$ cat src/rtl/compare_result_collector.sv
// compare_result_collector: collects a window of comparator results and reports
// how many were greater / equal / less, plus whether any result was not one-hot.
module compare_result_collector #(
    parameter int unsigned WINDOW = 8
) (
    input  logic       clk,
    input  logic       rst,
    input  logic       in_valid,
    output logic       in_ready,
    input  logic       A_greater,
    input  logic       A_equal,
    input  logic       A_less,
    output logic       out_valid,
    input  logic       out_ready,
    output logic [3:0] gt_count,
    output logic [3:0] eq_count,
    output logic [3:0] lt_count,
    output logic       flag_err
);

    localparam int unsigned CNT_W = 4;

    typedef enum logic {
        ACCUM  = 1'b0,
        REPORT = 1'b1
    } state_t;

    state_t           state;
    logic [CNT_W-1:0] sample_cnt;
    logic [2:0]       flags;
    logic             last_sample;

    // Flags gathered as {greater, equal, less} so one-hot decoding is a single case.
    assign flags = {A_greater, A_equal, A_less};

    // The accept that makes sample_cnt reach WINDOW closes the window.
    assign last_sample = (sample_cnt == CNT_W'(WINDOW - 1));

    // Window FSM: accumulate in ACCUM, hold the report in REPORT until taken.
    always_ff @(posedge clk or posedge rst) begin
        if (rst) begin
            state      <= ACCUM;
            sample_cnt <= '0;
            gt_count   <= '0;
            eq_count   <= '0;
            lt_count   <= '0;
            flag_err   <= 1'b0;
            in_ready   <= 1'b1;
            out_valid  <= 1'b0;
        end else begin
            case (state)
                ACCUM: begin
                    if (in_valid) begin
                        sample_cnt <= sample_cnt + CNT_W'(1);
                        case (flags)
                            3'b100:  gt_count <= gt_count + CNT_W'(1);
                            3'b010:  eq_count <= eq_count + CNT_W'(1);
                            3'b001:  lt_count <= lt_count + CNT_W'(1);
                            default: flag_err <= 1'b1;
                        endcase
                        if (last_sample) begin
                            state     <= REPORT;
                            in_ready  <= 1'b0;
                            out_valid <= 1'b1;
                        end
                    end
                end
                REPORT: begin
                    // No accept here: in_ready is low for the whole handshake cycle.
                    if (out_ready) begin
                        state      <= ACCUM;
                        sample_cnt <= '0;
                        gt_count   <= '0;
                        eq_count   <= '0;
                        lt_count   <= '0;
                        flag_err   <= 1'b0;
                        in_ready   <= 1'b1;
                        out_valid  <= 1'b0;
                    end
                end
                default: begin
                    state <= ACCUM;
                end
            endcase
        end
    end

endmodule

$ cat config.mk
export PLATFORM = sky130hd
export DESIGN_NAME = compare_result_collector
export DESIGN_NICKNAME = d
export VERILOG_FILES = /design/src/rtl/compare_result_collector.sv
export SDC_FILE = /design/constraint.sdc
export NUM_CORES = 1
export LEC_CHECK = 0
export ABC_AREA = 1
export CAP_MARGIN = 25
export CELL_PAD_IN_SITES_DETAIL_PLACEMENT = 0
export CELL_PAD_IN_SITES_GLOBAL_PLACEMENT = 2
export CORE_MARGIN = 2
export CORE_UTILIZATION = 30
export DETAILED_ROUTE_END_ITERATION = 8
export PLACE_DENSITY_LB_ADDON = 0.1
export RECOVER_POWER = 25
export SETUP_SLACK_MARGIN = 0.15
export SLEW_MARGIN = 15
export SYNTH_ARGS = -nofsm -noshare
export SYNTH_HDL_FRONTEND = slang
export SYNTH_SLANG_ARGS = --single-unit
$ cat constraint.sdc
create_clock -name clk -period 1.4 [get_ports clk]
set_clock_uncertainty 0.15 [all_clocks]
set_input_delay 0.21 -clock clk [delete_from_list [all_inputs] [get_ports clk]]
set_output_delay 0.21 -clock clk [all_outputs]
set_load 0.005 [all_outputs]
==> impl_metrics.tcl <==
set metrics [dict create \
    post_drt_wl_per_cell_um 11.3 \
    run_status "finished clean" \
    crit_fanout 6 \
    period_share_pct 92.7 \
    synth_top_flop_cell "dfrtp_1" \
    ant_nets 0 \
    grt_pass1_vias 994 \
    finalHoldViolCount 0 \
    clock_sinks 20 \
    mostFrequentLayoutCells "35 x nand2_1, 22 x buf_4, 18 x dfrtp_1" \
    first_iter_violations 38 \
    synth-seq-cells 20 \
    synthArstFlopShare_pct 100 \
    cp.required_ns 1.39 \
    leakage_nw 0.867 \
    worstPathArrival_ns 1.29 \
    clk_path_buf_depth 2 \
    worstSetupStartpointType "flip-flop" \
    via_count 1040 \
    power.total_mw 3.14 \
    slew_headroom_pct 64.8 \
    vias_per_cell 4.48 \
    io_buffer_count 21 \
    whs_endpoint "state" \
    tns_ns 0 \
    syn_inst 131 \
    start_util_pct 30.8 \
    cts_buffers 3 \
    synth_area_um2 1120 \
    ys_seq_area_share_pct 44.9 \
    hpwl_um 1830 \
    wl_um 2630 \
    drv_cap 0 \
    ys_types 22 \
    pre_cts_ws_ns -0.174 \
    syn_nets 142 \
    holdPathStages 2 \
    drc_errors 0 \
    layout_setup_ws_ns 0.102 \
    grt_max_degree 21 \
    path_class "flip-flop to flip-flop" \
    final_max_slew_viol_count 0 \
    tightest_slew_ns 0.528 \
    rsz0062_at_grt "true" \
    synth_edf_count 0 \
    setup_viol 0 \
    num_rows 22 \
    max_clock_freq_mhz 771 \
    drt-pass1-iter-count 4 \
    r2r-start "state" \
    pin_count 22 \
    rr_endpoint "gt_count[1]" \
    r2r_slack_ns 0.10 \
    diodes 0 \
    cts_root_buffer "clkbuf_8" \
    grt-ovfl-total 0 \
    area_growth_pct 55.1 \
    hp-start "out_ready" \
    post-route-min-period_ns 1.30 \
    die_w_um 65.1 \
    core_area_um2 3630 \
    ctsHtreeMaxLevel 1 \
    die_area_um2 4230 \
    grt_usage_pct 14.2 \
    path_clk_slew_ns 0.08 \
    vdd_ir_drop_max_v 0.000750 \
    finalNetCount 196 \
    yosysWarningCount 0 \
    endpoint_kind "flip-flop" \
    insertion_delay_ns 0.26 \
    tritoncts "done" \
    grt_pass1_wl_um 4610 \
    final_common_cell "nand2_1" \
    hold_buffers 0 \
    hold_path.class "input port to flip-flop" \
    dieHeight_um 65.1 \
    r2r_cells 6 \
    postSynthAreaPerCell_um2 8.54 \
    place_congestion 0.794 \
    drive_gt1_share_pct 35.3 \
    antenna_found_initial 0 \
    p_per_area_nw_per_um2 1810 \
]
[cell families after synthesis]
kind of cell / synth area share (%)
flops: 44.9
fa+ha+maj: 4.47
simple gates: 37.5
compound gates: 5.14
xor+xnor: 2.35
buf+inv: 5.70
[where the power goes]
part	leakage [nW]	total [mW]	internal, mW	switching, mW
registers	0.249	1.03	0.833	0.194
clock network	0.0288	0.443	0.250	0.193
logic	0.590	1.67	0.914	0.756
[layer usage]
| metal | share of wire (%) | GRT usage, % |
|---|---|---|
| met3 | 3.8 | 2.26 |
| met1 | 47 | 19.2 |
| met2 | 47 | 22.7 |
| met5 | 0 | 0 |
| met4 | 1.3 | 5.47 |
[worst max-delay path by stage]
stage	startpoint	endpoint	slack [ns]
finish	state	gt_count[1]	0.10
global placement	out_ready	gt_count[3]	-0.16
detailed placement	out_ready	gt_count[1]	-0.17
global route	state	gt_count[0]	0.03
CTS	eq_count[0]	eq_count[2]	0.11
floorplan	state	lt_count[2]	0.20
[sequential cells by signal, indices dropped and copies added, names as in the netlist]
signal and cells:
eq_count 4, gt_count 4, in_ready 1, state 1, out_valid 1, flag_err 1
lt_count 4, sample_cnt 4
[through the flow]
step / hold WS (ns) / cells / instance area, um2 / util (%)
after detailed placement: 0.316 / 213 / 1500 / 41.4
after global placement: 0.315 / 213 / 1500 / 41.4
after global routing: 0.249 / 232 / 1740 / 47.8
after CTS: 0.125 / 229 / 1690 / 46.4
after floorplan: 0.0231 / 131 / 1120 / -
final: 0.240 / 232 / 1740 / 47.8
[area by class of cell]
class,instances,area [um2]
Fill cell,363,1900
Tap cell,48,60.1
Clock buffer,4,55.1
Inverter,9,41.3
Multi-Input combinational cell,100,639
Timing Repair Buffer,51,437
Sequential cell,20,503
[repair_timing]
action	CTS	global route
pin swaps	3	13
setup buffers	12	3
setup endpoints to repair	33	25
endpoints found under the hold margin	0	0
gates resized for setup	45	24
[synthesized netlist by cell type (2+ instances only)]
library cell | instances | area, um2
xnor2_1 | 2 | 17.5
o21ai_0 | 2 | 10.0
a21oi_1 | 5 | 25.0
o21ai_1 | 3 | 15.0
dfrtp_1 | 19 | 475
nand2_1 | 36 | 135
ha_1 | 4 | 50.1
nor2_2 | 2 | 12.5
inv_1 | 8 | 30.0
nand2_2 | 2 | 12.5
nand2_8 | 2 | 40.0
buf_6 | 2 | 22.5
nand3_4 | 2 | 35.0
nand3_1 | 17 | 85.1
nand4_1 | 4 | 25.0
nor2_1 | 15 | 56.3
[worst max-delay path, cell delays in order (launching register included)]
cell and delay (ns):
dfrtp_2 0.50, inv_8 0.09, nand2_8 0.07, nand2_8 0.09, nand3_4 0.12, nand3_1 0.09, o21ai_1 0.07
No activity file was read; power rests on OpenSTA's default activity.
